==> src/rtl/mem_arbiter_pkg.sv <==
// Shared types and constants for the two-requester memory arbiter.
// Holds the FSM state encoding, default bus widths and requester indices.
package mem_arbiter_pkg;

  localparam int DEF_ADDR_W = 8;
  localparam int DEF_DATA_W = 16;

  localparam int REQ_CPU = 0;
  localparam int REQ_EXT = 1;

  typedef enum logic [1:0] {
    IDLE  = 2'd0,
    ISSUE = 2'd1,
    WAIT  = 2'd2,
    ACK   = 2'd3
  } state_e;

endpackage

==> src/rtl/mem_arbiter_rr_pick.sv <==
// Two-way round-robin selector: turns {ext_req, cpu_req} plus the last winner
// into a one-hot grant; on contention the requester not granted last wins.
module rr_pick
  import mem_arbiter_pkg::*;
(
  input  logic [1:0] req,
  input  logic       last_grant,
  output logic [1:0] win
);

  // Lone requests win outright; ties go to whoever did not win last time.
  always_comb begin
    win = 2'b00;
    case (req)
      2'b01:   win = 2'b01;
      2'b10:   win = 2'b10;
      2'b11:   win = (last_grant == 1'(REQ_EXT)) ? 2'b01 : 2'b10;
      default: win = 2'b00;
    endcase
  end

endmodule

==> src/rtl/mem_arbiter.sv <==
// Round-robin arbiter sharing one synchronous single-port RAM between a
// processor and an external loader; each access runs IDLE, ISSUE, WAIT, ACK.
module mem_arbiter
  import mem_arbiter_pkg::*;
#(
  parameter int ADDR_W = DEF_ADDR_W,
  parameter int DATA_W = DEF_DATA_W
) (
  input  logic              clk_50MHz,
  input  logic              reset_n,
  input  logic              cpu_req,
  input  logic              cpu_we,
  input  logic [ADDR_W-1:0] cpu_addr,
  input  logic [DATA_W-1:0] cpu_wdata,
  output logic              cpu_ack,
  output logic [DATA_W-1:0] cpu_rdata,
  input  logic              ext_req,
  input  logic              ext_we,
  input  logic [ADDR_W-1:0] ext_addr,
  input  logic [DATA_W-1:0] ext_wdata,
  output logic              ext_ack,
  output logic [DATA_W-1:0] ext_rdata,
  output logic [ADDR_W-1:0] mem_addr,
  output logic [DATA_W-1:0] mem_data,
  output logic              mem_wren,
  input  logic [DATA_W-1:0] mem_q,
  output logic [1:0]        gnt,
  output logic              busy
);

  state_e            state_q, state_d;
  logic [1:0]        gnt_q, gnt_d;
  logic              last_q, last_d;
  logic              wr_q, wr_d;
  logic [ADDR_W-1:0] mem_addr_q, mem_addr_d;
  logic [DATA_W-1:0] mem_data_q, mem_data_d;
  logic              mem_wren_q, mem_wren_d;
  logic              cpu_ack_q, cpu_ack_d;
  logic              ext_ack_q, ext_ack_d;
  logic [DATA_W-1:0] cpu_rdata_q, cpu_rdata_d;
  logic [DATA_W-1:0] ext_rdata_q, ext_rdata_d;
  logic              busy_q, busy_d;
  logic [1:0]        win_s;

  rr_pick u_rr_pick (
    .req        ({ext_req, cpu_req}),
    .last_grant (last_q),
    .win        (win_s)
  );

  // Next-state and output computation for the four-phase access sequence.
  always_comb begin
    state_d     = state_q;
    gnt_d       = gnt_q;
    last_d      = last_q;
    wr_d        = wr_q;
    mem_addr_d  = mem_addr_q;
    mem_data_d  = mem_data_q;
    mem_wren_d  = 1'b0;
    cpu_ack_d   = 1'b0;
    ext_ack_d   = 1'b0;
    cpu_rdata_d = cpu_rdata_q;
    ext_rdata_d = ext_rdata_q;
    case (state_q)
      IDLE: begin
        if (win_s != 2'b00) begin
          gnt_d  = win_s;
          last_d = win_s[REQ_EXT];
          if (win_s[REQ_EXT]) begin
            mem_addr_d = ext_addr;
            mem_data_d = ext_wdata;
            wr_d       = ext_we;
          end else begin
            mem_addr_d = cpu_addr;
            mem_data_d = cpu_wdata;
            wr_d       = cpu_we;
          end
          mem_wren_d = wr_d;
          state_d    = ISSUE;
        end else begin
          gnt_d   = 2'b00;
          state_d = IDLE;
        end
      end
      ISSUE: state_d = WAIT;
      WAIT: begin
        // RAM output registered at the end of ISSUE is valid here.
        if (!wr_q && gnt_q[REQ_CPU]) begin
          cpu_rdata_d = mem_q;
        end else if (!wr_q && gnt_q[REQ_EXT]) begin
          ext_rdata_d = mem_q;
        end else begin
          cpu_rdata_d = cpu_rdata_q;
        end
        cpu_ack_d = gnt_q[REQ_CPU];
        ext_ack_d = gnt_q[REQ_EXT];
        state_d   = ACK;
      end
      ACK: begin
        gnt_d   = 2'b00;
        state_d = IDLE;
      end
      default: begin
        gnt_d   = 2'b00;
        state_d = IDLE;
      end
    endcase
    busy_d = (state_d != IDLE);
  end

  // State and output registers; reset aborts any access in flight.
  always_ff @(posedge clk_50MHz or negedge reset_n) begin
    if (!reset_n) begin
      state_q     <= IDLE;
      gnt_q       <= 2'b00;
      last_q      <= 1'(REQ_EXT);
      wr_q        <= 1'b0;
      mem_addr_q  <= '0;
      mem_data_q  <= '0;
      mem_wren_q  <= 1'b0;
      cpu_ack_q   <= 1'b0;
      ext_ack_q   <= 1'b0;
      cpu_rdata_q <= '0;
      ext_rdata_q <= '0;
      busy_q      <= 1'b0;
    end else begin
      state_q     <= state_d;
      gnt_q       <= gnt_d;
      last_q      <= last_d;
      wr_q        <= wr_d;
      mem_addr_q  <= mem_addr_d;
      mem_data_q  <= mem_data_d;
      mem_wren_q  <= mem_wren_d;
      cpu_ack_q   <= cpu_ack_d;
      ext_ack_q   <= ext_ack_d;
      cpu_rdata_q <= cpu_rdata_d;
      ext_rdata_q <= ext_rdata_d;
      busy_q      <= busy_d;
    end
  end

  assign gnt       = gnt_q;
  assign busy      = busy_q;
  assign mem_addr  = mem_addr_q;
  assign mem_data  = mem_data_q;
  assign mem_wren  = mem_wren_q;
  assign cpu_ack   = cpu_ack_q;
  assign ext_ack   = ext_ack_q;
  assign cpu_rdata = cpu_rdata_q;
  assign ext_rdata = ext_rdata_q;

endmodule

==> config.mk <==
export PLATFORM = sky130hd
export DESIGN_NAME = mem_arbiter
export DESIGN_NICKNAME = d
export VERILOG_FILES = /design/src/rtl/mem_arbiter_pkg.sv /design/src/rtl/mem_arbiter_rr_pick.sv /design/src/rtl/mem_arbiter.sv
export SDC_FILE = /design/constraint.sdc
export NUM_CORES = 1
export LEC_CHECK = 0
export BUFFER_PORTS_ARGS = -buffer_cell sky130_fd_sc_hd__clkbuf_2
export CAP_MARGIN = 20
export CORE_ASPECT_RATIO = 0.8
export CORE_UTILIZATION = 49
export CTS_CLUSTER_SIZE = 25
export DETAILED_ROUTE_END_ITERATION = 10
export PLACE_DENSITY = 0.86
export SYNTH_ARGS = -nofsm -noshare
export SYNTH_HDL_FRONTEND = slang
export SYNTH_SLANG_ARGS = --single-unit
==> constraint.sdc <==
create_clock -name clk_50MHz -period 4.7 [get_ports clk_50MHz]
set_input_delay 0.235 -clock clk_50MHz [delete_from_list [all_inputs] [get_ports clk_50MHz]]
set_output_delay 0.235 -clock clk_50MHz [all_outputs]
set_load 0.03 [all_outputs]
Word-level counts from Yosys, hierarchy flattened
Cells that the tools add are included.
- bitwise operators: 1
- mux-type cells: 13
- reduce and logical (&&, ||, !) cells: 10
- equality and inequality tests: 6
- operator list (operator ; count):
    2-to-1 mux 16 bit ; 1
    == test 2 bit, second input constant ; 4
    2-to-1 mux 8 bit ; 1
    one-hot mux 2 bit (4 select lines) ; 1
    2-to-1 mux 1 bit ; 6
    one-hot mux 2 bit (3 select lines) ; 1
    nonzero test 2 bit ; 3
    == test 2 x 1 -> 1 bit, second input constant ; 2
    2-to-1 mux 2 bit ; 2
    one-hot mux 2 bit (2 select lines) ; 1
    AND reduction 2 bit ; 2
    AND reduction 3 bit ; 1
    logical AND 1 bit ; 2
    zero test 2 bit ; 1
    zero test 1 bit ; 1
    NOT 1 bit ; 1
- input bits: 70
- logic and storage cells: 42
- output and inout port bits: 62
- flip-flop bits (word level): 66

Depth between registers and ports, before layout
- depth in word-level cells: 6
- mapped depth: 7
- gate-level depth less buffers: 5

Cells and area by module
Synthesis repeated with hierarchy kept, for this count alone.
- cell total of the unflattened synthesis: 224
- area, all modules: 2797.7 µm²
- by module, submodules not included (module ; instances ; area each (µm²) ; seq. area each (µm²) ; cells an instance):
    mem_arbiter ; 1 ; 2778.9 ; 1652.8 ; 221
    rr_pick ; 1 ; 18.8 ; 0.0 ; 3

Worst setup path before layout
Ideal clock, no wire load.
- path kind: register to register
- start point: reg state_q[0]
- end point: reg ext_rdata_q[10] (netlist: ext_rdata[10])
- library setup time: 125 ps
- period minus slack after synthesis: 1703 ps
- buffers on the path: 1
- arrival time: 1578 ps
- cell stages (with the launch flop): 7
- required time: 4575 ps
- setup slack: 2997 ps
- path through: dfrtp_1 -> inv_1 -> ha_1 -> and2_4 -> nor3b_4 -> buf_8 -> mux2_2
- longest elaborated chain between the ends: 2
- RTL lines (item ; line ; RTL):
    from (decl) ; mem_arbiter.sv:31 ; state_e state_q, state_d;
    from (signal assigned) ; mem_arbiter.sv:127 ; state_q <= state_d;
    == test 2 bit ; mem_arbiter.sv:64 ; case (state_q)
    AND reduction 3 bit (no source line) ; n/a ;
    to (signal assigned) ; mem_arbiter.sv:137 ; ext_rdata_q <= ext_rdata_d;
    to (decl) ; mem_arbiter.sv:41 ; logic [DATA_W-1:0] ext_rdata_q, ext_rdata_d;
Every way passes these cells.
A chain may end at the register's enable or synchronous reset.

Worst setup path after layout
- start point: reg state_q[0]
- end point: reg ext_rdata_q[3] (netlist: ext_rdata[3])
The elaborated chain is that of the path after synthesis.

==> metrics.md <==
| Metric | Value |
|---|---|
| Post-synth top flop | `dfrtp_1` |
| # nets final | `443` |
| Core ar. | `0.00521 mm^2` |
| Post-synthesis sequential area ratio | `0.603` |
| Largest family of logic cells by synthesized area | `multiplexers` |
| Lkg Pwr | `0.00188 uW` |
| RR Startpoint | `state_q[0]$_DFF_PN0_` |
| Root buf cell | `clkbuf_8` |
| Cell taking the most area after synthesis | `dfrtp_1` |
| Post-Syn Instances | `237` |
| Syn_nets | `311` |
| Post-CTS Hold Buffers | `1` |
| Min-delay src | `cpu_addr[0]` |
| Non-filler cells, final | `449` |
| CTS Buffer Depth | `2` |
| First-pass GRT wire length | `9690 um` |
| Top Layer Used | `met4` |
| PwrDens | `773 mW/mm^2` |
| CTS resizes | `0` |
| ANT cells | `0` |
| Crit share post-route | `0.431` |
| Async SR Flop Fraction | `1.00` |
| Met1 wire length | `2700 um` |
| Die W | `85.6 um` |
| Max Freq | `494 MHz` |
| Crit path required time | `4.92 ns` |
| WL/cell | `13.2 um` |
| DR pass1 iterations | `4` |
| Synth warn | `0` |
| CP endpoint kind | `flip-flop` |
| WHS Endpoint | `mem_addr[0]$_DFFE_PN0P_` |
| Top post-synthesis cells by count | `65 x dfrtp_1, 50 x nand2_1, 31 x mux2_2, 27 x nor2_1, 25 x a31oi_1` |
| Syn avg cell area | `11.6 um^2` |
| R2R depth | `5` |
| Critical path launch point type | `flip-flop` |
| CTS tree | `done` |
| Port Buf Inserts | `131` |
| Arrival time worst endpoint | `2.25 ns` |
| Die Y | `68.9 um` |
| Setup Crit Path Kind | `flip-flop to flip-flop` |
| Placed instance count | `431` |
| Vias in the first global route | `2000` |
| Multi-input logic area | `990 um^2` |
| Unrepaired setup endpoints after global routing | `false` |
| EDFF count, synth | `0` |
| Critical path origin | `state_q[0]$_DFF_PN0_` |
| Hold path depth | `3` |
| Post-synthesis mux area share | `0.136` |
| Final Setup Violations | `0` |
| Filler cell count | `386` |
| Final HPWL DP | `4330 um` |
| Compound-cell area share of the yosys netlist | `0.0789` |
| Cell with the most instances after synthesis | `dfrtp_1` |
| Worst reg2reg setup slack | `2.67 ns` |
| Peak VDD IR | `0.365 mV` |
| Row cnt | `23` |
| Placed instance area | `0.00342 mm^2` |
| Post-route cell area | `0.00367 mm^2` |
| Reg area | `0.00165 mm^2` |
| Clock Sinks | `66` |
| Share of the synthesized area in the top cell type | `0.593` |
| R2r endpoint | `ext_rdata[3]$_DFFE_PN0P_` |
| Congestion Overflow GR | `0` |
| Critical Path Fanout Max | `16` |
| Post-Synth Adder-Cell Area | `0.0182` |
| Setup Fix Bufs, Post-CTS | `0` |
| Initial antenna violation count | `0` |
| Vias per cell | `4.92` |
| Pwr Total | `2840 uW` |
| Synth Area in XOR/XNOR | `0` |
| WL met3 | `426 um` |
| Post-route DRC | `0` |
| Synth Cell Area | `0.00274 mm^2` |
| Num CTS Buffers | `9` |
| Met2 wire len | `2710 um` |
| Setup tns final | `0 ns` |
| Starting DRT DRC Count | `70` |
| Total die area | `0.00590 mm^2` |
| Largest net degree at the start of global routing | `37` |
| Initial Util | `0.527` |
| GPL Wtd Cong | `0.779` |
| Worst slew margin | `0.471` |
| I/O Pins | `132` |
| ANT nets after route | `0` |
| Min Hold Slack | `0.122 ns` |
| Fin crit period | `2.03 ns` |
| Seq cells post-synth | `66` |
| H-tree lvl count | `3` |
| Post-Route WL | `5910 um` |
| Distinct cells, synth | `26` |
| Max Slew Vio Count | `0` |
| GR Util All Layers | `0.220` |
| Hold Path Class | `input pin to flip-flop` |
| Layout cell share with drive strength beyond 1 | `0.505` |
| Hold Violations, Final | `0` |
| Max cap viols | `0` |
| Top cells by area, synth | `dfrtp_1 59%, mux2_2 13%, nand2_1 6.8%, a31oi_1 5.7%, nor2_1 3.7%` |
| Status | `completed` |
| DR vias | `2209` |
| Clk pin slew, worst setup/hold paths | `0.07 ns` |
| Post-synthesis simple-gate area fraction | `0.127` |
| Worst Skew | `0.00984 ns` |
| Worst-skew pair later-pin latency | `0.34 ns` |
| Slew @ Worst Pin | `0.794 ns` |
| Area growth syn-to-layout | `33.9%` |
==> area by class of cell <==
cell class,count,area share
inverters,3,0.00307
well taps,75,0.0256
repair buffers,135,0.190
clock inverters,6,0.0245
clock buffers,10,0.0375
flip-flops and latches,66,0.450
multi-input cells,154,0.270
==> worst max-delay path, cell delays in order (launching register included) <==
cell and delay, ns:
dfrtp_1 0.38, inv_1 0.12, ha_1 0.19, and2_4 0.14, nor3b_4 0.66, mux2_2 0.42
==> sequential cells by signal, summed over array words and instances, names as in the netlist <==
| register | count |
|---|---|
| mem_data | 16 |
| mem_addr | 8 |
| ext_ack | 1 |
| cpu_rdata | 16 |
| last_q | 1 |
| wr_q | 1 |
| gnt | 2 |
| cpu_ack | 1 |
| mem_wren | 1 |
| busy | 1 |
| ext_rdata | 16 |
| state_q | 2 |
==> how the worst max path moves through the flow <==
| stage | end | cells after the start | slack (ns) |
|---|---|---|---|
| 4_1_cts | ext_rdata[1]$_DFFE_PN0P_ | 5 | 2.66 |
| 2_1_floorplan | ext_rdata[10]$_DFFE_PN0P_ | 6 | 3.00 |
| 6_report | ext_rdata[3]$_DFFE_PN0P_ | 5 | 2.67 |
| 3_5_place_dp | ext_rdata[1]$_DFFE_PN0P_ | 5 | 2.66 |
| 5_1_grt | mem_data[2]$_DFFE_PN0P_ | 6 | 2.51 |
| 3_3_place_gp | ext_rdata[7]$_DFFE_PN0P_ | 5 | 2.77 |
==> per-stage QoR <==
stage / util / setup WS, ns
after detailed placement: 0.656 / 2.66
after floorplan: - / 3.00
after CTS: 0.702 / 2.66
after global placement: 0.656 / 2.77
after global routing: 0.705 / 2.51
final: 0.705 / 2.67
==> cell usage in the layout, fill, tap and decap left out <==
master | Yosys | final
clkbuf_2 | 0 | 130
dfrtp_1 | 65 | 65
nand2_1 | 50 | 50
mux2_2 | 31 | 31
nor2_1 | 27 | 27
a31oi_1 | 25 | 25
clkbuf_8 | 0 | 10
ha_1 | 4 | 4
inv_1 | 3 | 3
a21oi_1 | 3 | 3
nor2b_1 | 2 | 2
bufinv_16 | 0 | 2
clkinv_4 | 0 | 2
buf_4 | 0 | 2
or2_2 | 1 | 1
and2_4 | 1 | 1
and2_2 | 1 | 1
a21bo_2 | 1 | 1
mux2i_1 | 1 | 1
o21a_1 | 1 | 1
nand2b_1 | 1 | 1
nor3b_4 | 1 | 1
o41ai_1 | 1 | 1
a21boi_2 | 1 | 1
o31ai_1 | 1 | 1
mux2_4 | 1 | 1
clkinv_2 | 0 | 1
clkinvlp_4 | 0 | 1
dlygate4sd3_1 | 0 | 1
buf_2 | 8 | 1
dfstp_2 | 1 | 1
buf_8 | 1 | 1
==> cell families (layout without fill, tap and decap cells) <==
logic type      after synthesis  in the layout
compound gates               33             33
fa+ha+maj                     4              4
buf+inv                      17            154
flops                        66             66
mux                          33             33
simple gates                 84             84
==> routing by layer <==
layer | vias to the layer above | GRT usage
met5 | - | 0
met1 | 1026 | 0.282
met2 | 109 | 0.355
li1 | 1067 | -
met3 | 7 | 0.0786
met4 | 0 | 0.0729
==> power breakdown <==
part / internal [uW] / total, uW / switching (uW)
combinational: 437 / 1300 / 867
clock: 314 / 529 / 215
sequential: 845 / 1010 / 160
total: 1600 / 2840 / 1240
No activity file was read; power rests on OpenSTA's default activity.
